`config.mk`:
```
export PLATFORM = sky130hd
export DESIGN_NAME = scalar_wb_arbiter
export DESIGN_NICKNAME = d
export VERILOG_FILES = /design/src/rtl/scalar_wb_arbiter.sv
export SDC_FILE = /design/constraint.sdc
export NUM_CORES = 1
export LEC_CHECK = 0
export ABC_AREA = 1
export CAP_MARGIN = 20
export CORE_MARGIN = 2
export CORE_UTILIZATION = 56
export CTS_BUF_LIST = sky130_fd_sc_hd__clkbuf_4 sky130_fd_sc_hd__clkbuf_8
export DETAILED_ROUTE_END_ITERATION = 8
export GPL_TIMING_DRIVEN = 1
export PLACE_DENSITY_LB_ADDON = 0.2
export SLEW_MARGIN = 15
export SYNTH_ARGS = -nofsm -noshare
export SYNTH_HDL_FRONTEND = slang
export SYNTH_SLANG_ARGS = --single-unit
```
`constraint.sdc`:
```
create_clock -name clk -period 2.8 [get_ports clk]
set_clock_uncertainty 0.15 [all_clocks]
set_input_delay 0.7 -clock clk [delete_from_list [all_inputs] [get_ports clk]]
set_output_delay 0.7 -clock clk [all_outputs]
set_load 0.02 [all_outputs]
```
`src/rtl/scalar_wb_arbiter.sv`:
```
// Scalar writeback arbiter: merges single-cycle ALU results and FIFO-buffered load returns
// into one register file write per cycle, tracks pending loads, bounds load starvation.
// Optional SCALAR_WB_FWD_EN adds a same-cycle write-to-read forwarding side channel.
module scalar_wb_arbiter #(
  parameter int unsigned DW         = 16,
  parameter int unsigned AW         = 3,
  parameter int unsigned DEPTH      = 4,
  parameter int unsigned STARVE_MAX = 8
) (
  input  logic              clk,
  input  logic              rst_n,
  input  logic              alu_valid,
  input  logic [AW-1:0]     alu_addr,
  input  logic [DW-1:0]     alu_data,
  output logic              alu_stall,
  input  logic              ld_valid,
  output logic              ld_ready,
  input  logic [AW-1:0]     ld_addr,
  input  logic [DW-1:0]     ld_data,
  output logic              Swren,
  output logic [AW-1:0]     Swraddr,
  output logic [DW-1:0]     Swrdata,
  output logic [2**AW-1:0]  pend
`ifdef SCALAR_WB_FWD_EN
  ,
  input  logic [AW-1:0]     rd_addr_a,
  input  logic [AW-1:0]     rd_addr_b,
  output logic              fwd_a,
  output logic              fwd_b,
  output logic [DW-1:0]     fwd_data
`endif
);

  localparam int unsigned PW = (DEPTH > 1) ? $clog2(DEPTH) : 1;
  localparam int unsigned CW = PW + 1;
  localparam int unsigned NR = 2**AW;
  localparam int unsigned SW = $clog2(STARVE_MAX + 1);

  logic [AW-1:0] fifo_addr_q [DEPTH];
  logic [DW-1:0] fifo_data_q [DEPTH];
  logic [PW-1:0] wr_ptr_q, wr_ptr_d;
  logic [PW-1:0] rd_ptr_q, rd_ptr_d;
  logic [CW-1:0] count_q, count_d;
  logic [NR-1:0] pend_q, pend_d;
  logic [SW-1:0] starve_q, starve_d;
  logic          stall_q, stall_d;
  logic          wren_q, wren_d;
  logic [AW-1:0] waddr_q, waddr_d;
  logic [DW-1:0] wdata_q, wdata_d;

  logic          empty, full, push, pop;
  logic          wr_sel;
  logic [AW-1:0] wr_addr;
  logic [DW-1:0] wr_data;

  assign empty    = (count_q == '0);
  assign full     = (count_q == CW'(DEPTH));
  assign ld_ready = !full;
  assign push     = ld_valid && !full;
  // ALU always has priority; the FIFO only drains in ALU-idle cycles.
  assign pop      = !alu_valid && !empty;

  assign wr_sel  = alu_valid || !empty;
  assign wr_addr = alu_valid ? alu_addr : fifo_addr_q[rd_ptr_q];
  assign wr_data = alu_valid ? alu_data : fifo_data_q[rd_ptr_q];

  always_comb begin
    wr_ptr_d = wr_ptr_q;
    rd_ptr_d = rd_ptr_q;
    count_d  = count_q;
    pend_d   = pend_q;
    starve_d = starve_q;
    wren_d   = wr_sel;
    waddr_d  = waddr_q;
    wdata_d  = wdata_q;

    if (push) wr_ptr_d = wr_ptr_q + PW'(1);
    if (pop)  rd_ptr_d = rd_ptr_q + PW'(1);

    if (push && !pop)      count_d = count_q + CW'(1);
    else if (pop && !push) count_d = count_q - CW'(1);

    // Clear before set so a same-address push during the pop keeps the bit high.
    if (pop)  pend_d[fifo_addr_q[rd_ptr_q]] = 1'b0;
    if (push) pend_d[ld_addr] = 1'b1;

    // Non-empty without a pop means the ALU took the port from a waiting load.
    if (pop || empty)                         starve_d = '0;
    else if (starve_q != SW'(STARVE_MAX))     starve_d = starve_q + SW'(1);

    if (wr_sel) begin
      waddr_d = wr_addr;
      wdata_d = wr_data;
    end
  end

  assign stall_d = (starve_d == SW'(STARVE_MAX));

  always_ff @(posedge clk or negedge rst_n) begin
    if (!rst_n) begin
      wr_ptr_q <= '0;
      rd_ptr_q <= '0;
      count_q  <= '0;
      pend_q   <= '0;
      starve_q <= '0;
      stall_q  <= 1'b0;
      wren_q   <= 1'b0;
      waddr_q  <= '0;
      wdata_q  <= '0;
    end else begin
      wr_ptr_q <= wr_ptr_d;
      rd_ptr_q <= rd_ptr_d;
      count_q  <= count_d;
      pend_q   <= pend_d;
      starve_q <= starve_d;
      stall_q  <= stall_d;
      wren_q   <= wren_d;
      waddr_q  <= waddr_d;
      wdata_q  <= wdata_d;
    end
  end

  // Payload storage needs no reset; validity is carried by the pointers and count.
  always_ff @(posedge clk) begin
    if (push) begin
      fifo_addr_q[wr_ptr_q] <= ld_addr;
      fifo_data_q[wr_ptr_q] <= ld_data;
    end
  end

  assign alu_stall = stall_q;
  assign Swren     = wren_q;
  assign Swraddr   = waddr_q;
  assign Swrdata   = wdata_q;
  assign pend      = pend_q;

`ifdef SCALAR_WB_FWD_EN
  logic          fwd_a_q, fwd_b_q;
  logic [DW-1:0] fwd_data_q;

  always_ff @(posedge clk or negedge rst_n) begin
    if (!rst_n) begin
      fwd_a_q    <= 1'b0;
      fwd_b_q    <= 1'b0;
      fwd_data_q <= '0;
    end else begin
      fwd_a_q    <= wr_sel && (wr_addr == rd_addr_a);
      fwd_b_q    <= wr_sel && (wr_addr == rd_addr_b);
      fwd_data_q <= wr_data;
    end
  end

  assign fwd_a    = fwd_a_q;
  assign fwd_b    = fwd_b_q;
  assign fwd_data = fwd_data_q;
`endif

endmodule

```
; After elaboration in Yosys (flattened, before gate mapping)
; Memory sizes are Yosys's and may differ from the RTL's.
; Cells that the tools add are included.
[classes]
add_sub_neg = 5
magnitude_cmp = 4
shift = 0
n_bitwise = 3
n_eq_ne = 3
div_mod_pow = 0
multipliers = 0
n_mux = 14
n_reduce_logical = 15
[op_table]
columns = cell, n
row1 = 2-to-1 mux 16 bit, 1
row2 = 2-to-1 mux 8 bit, 2
row3 = 2-to-1 mux 3 bit, 3
row4 = AND 8 bit, 1
row5 = "less-than comparator 3 x 4 -> 1 bit, second input constant", 2
row6 = 2-to-1 mux 4 bit, 2
row7 = NOT 8 bit, 1
row8 = OR 8 bit, 1
row9 = demux 1 bit (select 3 bit), 2
row10 = ">= comparator 3 x 1 -> 1 bit, second input constant", 2
row11 = logical AND 1 bit, 6
row12 = zero test 1 bit, 5
row13 = "adder 2 x 1 -> 2 bit, second input constant", 2
row14 = "adder 4 x 1 -> 4 bit, second input constant", 1
row15 = "== test 4 bit, second input constant", 1
row16 = 2-to-1 mux 1 bit, 4
row17 = "!= test 4 bit, second input constant", 1
row18 = "adder 3 x 1 -> 3 bit, second input constant", 1
row19 = "== test 3 bit, second input constant", 1
row20 = zero test 3 bit, 1
row21 = "subtractor 3 x 1 -> 3 bit, second input constant", 1
row22 = logical OR 1 bit, 2
row23 = nonzero test 2 bit, 1
[totals]
out_inout_bits = 30
ramBits = 76
memories = 2
elab_cells = 55
inputBits = 42
latch_bits = 0
rom_bits = 0
ff_bits = 40
[mem_list]
columns = memory, depth, width, read_ports, rd_clocked_by_memory_dff, write_ports, line
row1 = fifo_data_q, 4, 16, 1, 0, 1, 40  ; logic [DW-1:0] fifo_data_q [DEPTH];
row2 = fifo_addr_q, 4, 3, 1, 0, 1, 39  ; logic [AW-1:0] fifo_addr_q [DEPTH];

; Logic depth before layout (Yosys ltp)
; Gate-level depths: netlist (run 1).
; An unclocked memory read counts as a cell.
[depth]
word_depth = 10
mapped_depth = 11
ltp_nobuf = 10

; Worst setup path after synthesis (run 1)
; No wires, ideal clock.
[synth_path]
kind = register to register
startpoint = register count_q[0]
endpoint = register count_q[1]
required_ns = 2.525
path_stages_with_launch = 10
setup_time_ns = 0.125
arrival_ns = 2.019
setup_slack_ns = 0.506
n_path_buf = 1
cell_sequence = dfrtp_1 -> nor2_2 -> nand2_1 -> nand2_2 -> inv_2 -> buf_4 -> ha_1 -> inv_1 -> fa_1 -> mux2_2
[synth_between]
word_cells_on_any_way = 15
cone_classes = add/sub (2) / eq/ne (1) / mux (2) / reduce/logical (10)
[synth_lines]
columns = item, line
row1 = "start, declared", 43  ; logic [CW-1:0] count_q, count_d;
row2 = "start signal, assigned", 113  ; count_q <= count_d;
row3 = == test 3 bit, 57  ; assign full = (count_q == CW'(DEPTH));
row4 = zero test 1 bit, --
row5 = via ld_ready, 17  ; output logic ld_ready,
row6 = logical AND 1 bit, 59  ; assign push = ld_valid && !full;
row7 = via push, 51  ; logic empty, full, push, pop;
row8 = logical AND 1 bit, 80  ; if (push && !pop) count_d = count_q + CW'(1);
row9 = 2-to-1 mux 3 bit, 80
row10 = via count_d[1], 43
; The timed path passes the listed nets, and every way through them passes these cells. The select of a mux whose other input is x is not followed.
; A chain may end at the register's enable or synchronous reset.

; Final worst setup path (run 1)
[layout_path]
startpoint = register count_q[0]
endpoint = output port ld_ready
[layout_between]
elab_chain_cells = 2
[layout_lines]
columns = item, line
row1 = == test 3 bit, 57
row2 = zero test 1 bit, 58  ; assign ld_ready = !full;
row3 = "end, declared", 17
; No other way between the ends.

==> run metrics, run 1 <==
Clock transition at path regs=approximately 0.07 ns; area share of the largest cell type after synthesis=45.4%; Setup TNS=0 ns; Clock power frac=25.4%; Placement Setup Slack=0.135 ns; Hold Slack=0.259 ns; post-synth cell types=27; core area=8720 um^2; Die Ht=98.7 um; Routed WL=10,200 um; largest net degree at the start of global routing=62; Post-Syn Nets=524; Final Worst Setup Slack=0.164 ns; fin crit period=2.64 ns; relative slew slack=between 30% and 40%; Worst Path Required=1.95 ns; final setup vio count=0; area leader, netlist=edfxtp_1; TritonCTS Buffers=17; CTS Root Buffer Type=clkbuf_8; Die Area=roughly 9700 um^2; Worst-Skew Late Latency=approximately 0.42 ns; hold crit path type=in -> async; Mapped Cells=474; Reg power frac=between 30% and 40%; RSZ-0062 raised after global routing=false; Final Max Slew Viols=0; area growth from synthesis to layout=24.7%; GRT Residual Overflow=0; Max VDD drop=551 uV; PostCTS Resize Cnt=0; Hold Buf Count CTS=0; Site Rows=34; fmax=between 300 and 400 MHz; DR pass1 iterations=4; # port buffers=71; Worst Tran Pin Value=0.926 ns; combinational power share=a little over a third; multi-input logic area=1340 um^2; dpl hpwl=6590 um; synthesized area=5020 um^2; Antenna Cells=0; first-pass GRT wire length=16,900 um; total number of vias=between 3,000 and 4,000; Cell Pwr Density=1050 nW/um^2; crit path kind=reg -> out; period utilisation layout=a little over nine tenths; DRT iter0 DRCs=between 200 and 250; Seq/Total Area, Yosys=around 65%; crit path DAT=roughly 1.8 ns; H-tree levels=4; fin nets=approximately 600; number of remaining DRC errors=0; maxcap violations=0; share of layout cells above drive strength 1=11.4%; Post-CTS Setup Bufs=0; storage element area=3280 um^2; P_sw=approximately 2300 uW; routed wire length per instance=15.1 um; Max FO, Critical Path=3; Die Wd=between 90 and 100 um; Worst setup SP type=register; antenna violations before repair=0; Critical Path End Type=output port; Fillers=623; vias in the first global route=3,663; synthesized area per cell=10.6 um^2; post-DR vias/cell=5.21; gpl congestion=0.833; Internal Power=4270 uW; switching share of power=35.0%; CTS max path bufs=2; CTS tree=yes; YS warnings=0; Routed Antenna Nets=0; Hold Fails Final Rpt=0; Synth area leaders=edfxtp_1 (45%), dfrtp_1 (20%), nand2_1 (7.0%); # IOs=72; CTS sink cnt=116; synthesized flop and latch total=approximately 120; All-Layer GR Usage=between 20% and 30%; Initial Util=57.6%; status=completed; Leakage=0.00272 uW
[layout by cell type, fill, tap and decap left out, drive strengths merged]
cell,n
edfxtp,76
dfrtp,40
o211ai,3
fa,1
xnor2,1
inv,74
nor2,30
nand4,8
clkbuf,22
clkinv,4
xor2,5
bufinv,4
a21oi,51
buf,12
nand3,25
mux2,1
clkdlybuf4s50,70
ha,7
nand2,100
o21ai,35
[stage by stage]
stage	area, um^2	total power [uW]	utilization, %	instances
after global placement	5830	4830	66.8	645
final	6260	6570	71.8	677
after floorplan	5020	4100	-	474
after detailed placement	5830	4920	66.8	645
after global routing	6260	6980	71.8	677
after CTS	6260	6610	71.8	677
[cell usage after synthesis (all sizes together)]
library cell and number:
mux2 1, edfxtp 76, clkbuf 4, buf 15
o21ai 35, nand3 25, o211ai 3, fa 1
nor2 30, inv 72, xor2 5, ha 7
xnor2 1, dfrtp 40, a21oi 51, nand4 8
nand2 100
[layer usage]
metal	part of all wire [%]	track usage, %
met5	0	0
met2	48	36.1
met1	43	29.6
met3	7.1	5.60
met4	2.3	10.4
[registers in the layout, indices dropped and copies added, names as in the netlist]
signal / flops
fifo_data_q: 64
Swraddr: 3
rd_ptr_q: 2
alu_stall: 1
count_q: 3
Swren: 1
fifo_addr_q: 12
pend: 8
wr_ptr_q: 2
starve_q: 4
Swrdata: 16
[worst max-delay path: stages (launching register included)]
cell	delay, ns
dfrtp_1	0.44
nor2_2	0.18
nand2_1	0.16
clkdlybuf4s50_1	0.58
[area by class of cell]
cell class | count | share of cell area (%)
clock buffer | 22 | 4.53
tap | 108 | 2.16
clock inverter | 10 | 2.44
multi-input combinational | 267 | 21.3
sequential | 116 | 52.4
inverter | 72 | 4.31
timing repair buffer | 82 | 12.8
[power groups by stage]
| stage | Sequential, uW | Clock (uW) | Combinational, uW |
|---|---|---|---|
| after floorplan | 2790 | 0 | 1320 |
| after global placement | 2570 | 0 | 2260 |
| after detailed placement | 2590 | 0 | 2320 |
| after CTS | 2560 | 1700 | 2350 |
| after global routing | 2610 | 1770 | 2600 |
| final | 2560 | 1670 | 2340 |
[logic make-up after synthesis]
kind of cell               count (synthesis)  share of synthesized area [%]
buffers and inverters                     91                           8.07
adders and majority gates                  8                           2.14
muxes                                      1                          0.224
xor gates and xnor gates                   6                           1.05
DFF                                      116                           65.3
AOI/OAI and AO/OA                         89                           9.09
and+or+nand+nor                          163                           14.1
[final timing paths]
kind | from | end | slack (ns) | cells past startpoint
min in group clk | pend[6]$_DFF_PN0_ | pend[6]$_DFF_PN0_ | 0.32 | 2
worst min register to register | pend[6]$_DFF_PN0_ | pend[6]$_DFF_PN0_ | 0.32 | 2
worst max-delay path | count_q[0]$_DFFE_PN0P_ | ld_ready | 0.16 | 3
worst min-delay path | rst_n | Swren$_DFF_PN0_ | 0.26 | 1
worst max register to register | count_q[0]$_DFFE_PN0P_ | count_q[1]$_DFFE_PN0P_ | 0.54 | 8
max in group asynchronous | rst_n | rd_ptr_q[0]$_DFFE_PN0P_ | 1.59 | 1
Note: power is estimated with default switching activity, not from simulation.
==> run 2: changes to the inputs <==
--- a/config.mk
+++ b/config.mk
@@ -7,11 +7,11 @@
 export LEC_CHECK = 0
 export ABC_AREA = 1
 export CAP_MARGIN = 20
-export CORE_MARGIN = 2
 export CORE_UTILIZATION = 56
 export CTS_BUF_LIST = sky130_fd_sc_hd__clkbuf_4 sky130_fd_sc_hd__clkbuf_8
 export DETAILED_ROUTE_END_ITERATION = 8
 export GPL_TIMING_DRIVEN = 1
+export HOLD_SLACK_MARGIN = 0.02
 export PLACE_DENSITY_LB_ADDON = 0.2
 export SLEW_MARGIN = 15
 export SYNTH_ARGS = -nofsm -noshare
==> run metrics, run 2 (synthesized netlist as in run 1, its figures left out) <==
grt met1 use=30.7% (+1.1 points); post-DR vias/cell=5.11 (-1.9%); met2 Use GR=36.7% (+0.57 points); Max FO, Critical Path=3 (unchanged); first-pass GRT wire length=16,700 um (-0.94%); CTS max path bufs=2 (unchanged); Clock transition at path regs=0.06 ns (about the same); hold crit path type=reg -> reg; gpl congestion=0.815 (-2.1%); routed wire length per instance=14.8 um (-2.2%); Antenna Cells=0 (unchanged); dpl hpwl=6720 um (+1.9%); Core Util, Final=71.7% (-0.11 points); # IOs=72 (unchanged); largest net degree at the start of global routing=50 (-19%); # port buffers=71 (unchanged); status=completed; most common cell after layout, fill and taps aside=nand2_1; Worst Path Required=1.95 ns (about the same); Critical Path End Type=output port; Final Max Slew Viols=0 (unchanged); Worst-Skew Late Latency=0.41 ns (about the same); H-tree levels=4 (unchanged); CTS Root Buffer Type=clkbuf_8; Die Area=9360 um^2 (-4.0%); DRT iter0 DRCs=175 (-23%); fin nets=610 (+0.66%); Setup TNS=0 ns (unchanged); maxcap violations=0 (unchanged); max reg flops=64 (unchanged); crit path DAT=1.76 ns (-0.03 ns); share of layout cells above drive strength 1=11.3% (-0.080 points); Routed Antenna Nets=0 (unchanged); period utilisation layout=93.2% (-0.98 points); vias in the first global route=3,479 (-5.0%); All-Layer GR Usage=23.5% (+0.84 points); Max VDD drop=469 uV (-15%); register name with the most flops=fifo_data_q; reg2reg setup slack=0.54 ns (about the same); Worst setup SP type=register; GRT Residual Overflow=0 (unchanged); antenna violations before repair=0 (unchanged); relative slew slack=71.4% (+33 points); Site Rows=34 (unchanged); most frequent cells in the layout=nand2_1 (94), edfxtp_1 (76), clkdlybuf4s50_1 (70), inv_1 (67), a21oi_1 (50); Initial Util=57.6% (unchanged); number of remaining DRC errors=0 (unchanged); Die Wd=96.7 um (-2.0%); Total Power=6420 uW (-2.3%); GR met3 Demand/Resource=6.58% (+0.97 points); DR pass1 iterations=4 (unchanged); TritonCTS Buffers=17 (unchanged); fin crit period=2.61 ns (-0.0275 ns); Worst Tran Pin Value=0.429 ns (-0.497 ns); CTS tree=yes; area growth from synthesis to layout=24.5%; layer with the highest usage=met2; fmax=383 MHz (+1.1%); Routed WL=10,100 um (-1.6%); Hold Fails Final Rpt=0 (unchanged); RSZ-0062 raised after global routing=false; core area=8720 um^2 (unchanged); CTS sink cnt=116 (unchanged); total number of vias=3,479 (-1.4%); Post-CTS Setup Bufs=0 (unchanged); crit path kind=reg -> out; Cell Pwr Density=1030 nW/um^2 (-2.2%); Leakage=0.00271 uW (-0.36%); Die Ht=96.7 um (-2.0%); final setup vio count=0 (unchanged); PostCTS Resize Cnt=0 (unchanged)
-- run 2: changes by cell type in the layout (fill, tap and decap cells not counted), sizes merged --
cell         before  now
buf              12   15
bufinv            4    3
clkbuf           22   20
clkinv            4    8
clkinvlp          0    1
dlygate4sd3       0    1
inv              74   72
-- run 2: worst paths after layout --
| check | startpoint | to | cells past startpoint |
|---|---|---|---|
| min in group asynchronous | rst_n | Swrdata[12]$_DFFE_PN0P_ | 2 |
| max in group asynchronous | rst_n | wr_ptr_q[0]$_DFFE_PN0P_ | 3 |
| setup reg to reg | count_q[0]$_DFFE_PN0P_ | count_q[1]$_DFFE_PN0P_ | 8 |
| hold reg to reg | pend[3]$_DFF_PN0_ | pend[3]$_DFF_PN0_ | 2 |
| hold / removal | pend[3]$_DFF_PN0_ | pend[3]$_DFF_PN0_ | 2 |
| setup / recovery | count_q[0]$_DFFE_PN0P_ | ld_ready | 3 |
-- run 2: what timing repair did --
item	in CTS	in global routing
hold endpoints to repair	13	0
endpoints found under the setup margin	0	0
hold buffers	1	0
-- run 2: area by class of cell --
type / instances / area (um^2)
sequential: 116 / 3280
fill: 614 / 2470
multi-input combinational: 267 / 1340
timing repair buffer: 86 / 833
inverter: 72 / 270
clock buffer: 20 / 256
clock inverter: 12 / 138
tap: 108 / 135
-- run 2: stage by stage --
step                      hold slack [ns]  cells  setup slack (ns)  cell area, um^2
after detailed placement            0.311    648             0.143             5850
final                               0.323    681             0.191             6250
after global routing                0.349    681             0.101             6250
after floorplan                     0.254    474             0.506             5020
after CTS                           0.325    681             0.162             6250
after global placement              0.307    648             0.183             5850
-- run 2: worst max-delay path: stages (launching register included) --
cell             delay, ns
dfrtp_1               0.43
nor2_2                0.18
nand2_1               0.16
clkdlybuf4s50_1       0.57
-- run 2: power breakdown --
part           switching (uW)  leakage (uW)  internal [uW]
registers                 250       0.00117           2330
logic                    1410       0.00133            908
clock network             620      0.000203            894
-- run 2: layer usage --
| metal | vias up | share of wire, % |
|---|---|---|
| met1 | 1596 | 44 |
| met5 | - | 0 |
| li1 | 1740 | - |
| met4 | 0 | 2.2 |
| met3 | 19 | 6.7 |
| met2 | 124 | 47 |
==> run 3: changes to the inputs <==
--- a/config.mk
+++ b/config.mk
@@ -12,7 +12,7 @@
 export DETAILED_ROUTE_END_ITERATION = 8
 export GPL_TIMING_DRIVEN = 1
 export HOLD_SLACK_MARGIN = 0.02
-export PLACE_DENSITY_LB_ADDON = 0.2
+export PLACE_DENSITY = 0.83
 export SLEW_MARGIN = 15
 export SYNTH_ARGS = -nofsm -noshare
 export SYNTH_HDL_FRONTEND = slang
==> run metrics, run 3 (synthesized netlist as in run 1, its figures left out) <==
reg-to-reg endpoint=count_q[1]$_DFFE_PN0P_; DRT iter0 DRCs=176 (+0.57%); max reg flops=64 (unchanged); reg2reg setup slack=0.59 ns (+0.05 ns); crit path kind=reg -> out; Critical Path End Type=output port; final setup vio count=0 (unchanged); # port buffers=71 (unchanged); Setup TNS=0 ns (unchanged); Site Rows=34 (unchanged); Clock transition at path regs=0.06 ns (about the same); fin nets=607 (-0.49%); vias in the first global route=3,717 (+6.8%); first-pass GRT wire length=17,800 um (+6.4%); Hold Buf Count CTS=0 (-1); antenna violations before repair=0 (unchanged); fmax=387 MHz (+1.1%); register name with the most flops=fifo_data_q; Total Power=6550 uW (+2.1%); H-tree levels=4 (unchanged); post-DR vias/cell=5.39 (+5.6%); Post-CTS Setup Bufs=0 (unchanged); Crit-path slowest cell=clkdlybuf4s50_1; largest net degree at the start of global routing=58 (+16%); # IOs=72 (unchanged); core area=8720 um^2 (unchanged); total number of vias=3,656 (+5.1%); Max VDD drop=454 uV (-3.1%); RSZ-0062 raised after global routing=false; Routed WL=10,800 um (+7.0%); CTS sink cnt=116 (unchanged); DR pass1 iterations=4 (unchanged); cell breakdown of the critical path=nor2_2 -> nand2_1 -> clkdlybuf4s50_1; Worst setup SP type=register; Final Max Slew Viols=0 (unchanged); CTS Root Buffer Type=clkbuf_8; CTS tree=yes; share of layout cells above drive strength 1=11.2% (-0.12 points); crit path DAT=1.73 ns (-0.03 ns); Die Ht=96.7 um (unchanged); DP Area=5820 um^2 (-0.47%); Worst Path Required=1.95 ns (about the same); relative slew slack=56.2% (-15 points); dpl hpwl=6940 um (+3.2%); Die Area=9360 um^2 (unchanged); fin crit period=2.58 ns (-0.0277 ns); Routed Antenna Nets=0 (unchanged); Hold Fails Final Rpt=0 (unchanged); Initial Util=57.6% (unchanged); All-Layer GR Usage=24.9% (+1.4 points); maxcap violations=0 (unchanged); Reg2Reg Depth=8 (unchanged); post-route cell area=6240 um^2 (-0.22%); status=completed; CTS max path bufs=2 (unchanged); PostCTS Resize Cnt=0 (unchanged); Worst-Skew Late Latency=0.41 ns (about the same); critical register-to-register path startpoint=count_q[0]$_DFFE_PN0P_; GRT Residual Overflow=0 (unchanged); hold crit path type=in -> async; Worst Tran Pin Value=0.657 ns (+0.228 ns); TritonCTS Buffers=17 (unchanged); area growth from synthesis to layout=24.2%; Antenna Cells=0 (unchanged); routed wire length per instance=15.9 um (+7.5%); Max stage delay on crit path=0.56 ns (about the same); Cell Pwr Density=1050 nW/um^2 (+2.3%); period utilisation layout=92.2% (-0.99 points); most common cell after layout, fill and taps aside=nand2_1; Leakage=0.00271 uW (-0.14%); number of remaining DRC errors=0 (unchanged); most frequent cells in the layout=nand2_1 (94), edfxtp_1 (76), clkdlybuf4s50_1 (70), inv_1 (67), a21oi_1 (50); Die Wd=96.7 um (unchanged); Max FO, Critical Path=3 (unchanged); gpl congestion=0.875 (+7.3%)
==> run 3: power breakdown <==
part | leakage (uW) | internal (uW) | switching [uW] | total, uW
clock network | 0.000219 | 986 | 640 | 1630
logic | 0.00131 | 888 | 1450 | 2340
registers | 0.00117 | 2330 | 257 | 2590
==> run 3: critical path: cells and delay by family, from the launching register on <==
family        cells  cell delay (ns)
simple gates      2             0.33
buf+inv           1             0.56
flops             1             0.43
==> run 3: stage by stage <==
stage | util, % | std cells | hold slack (ns) | worst slack (ns)
after floorplan | - | 474 | 0.254 | 0.506
after global placement | 66.8 | 646 | 0.307 | 0.192
after detailed placement | 66.8 | 646 | 0.312 | 0.121
after CTS | 71.5 | 678 | 0.164 | 0.198
after global routing | 71.5 | 678 | 0.191 | 0.171
final | 71.5 | 678 | 0.161 | 0.219
==> run 3: per-layer routing <==
metal,vias to the layer above,global-route usage [%],wire length (um)
li1,1738,-,-
met1,1739,31.3,4460
met2,158,41.0,5360
met3,21,6.43,753
met4,0,10.7,204
met5,-,0,0
==> run 3: worst max-delay path by stage <==
stage / from / endpoint / slack, ns / depth (start not counted)
after floorplan: count_q[0]$_DFFE_PN0P_ / count_q[1]$_DFFE_PN0P_ / 0.51 / 9
after global placement: ld_valid / count_q[2]$_DFFE_PN0P_ / 0.19 / 9
after detailed placement: ld_valid / count_q[2]$_DFFE_PN0P_ / 0.12 / 9
after CTS: count_q[0]$_DFFE_PN0P_ / ld_ready / 0.20 / 3
after global routing: count_q[0]$_DFFE_PN0P_ / ld_ready / 0.17 / 3
final: count_q[0]$_DFFE_PN0P_ / ld_ready / 0.22 / 3
==> run 3: cell type report <==
cell class              count  area [um^2]
repair buffers             83          796
well taps                 108          135
clock buffers              20          256
fillers                   588         2480
multi-input cells         267         1340
inverters                  72          270
clock inverters            12          161
flip-flops and latches    116         3280
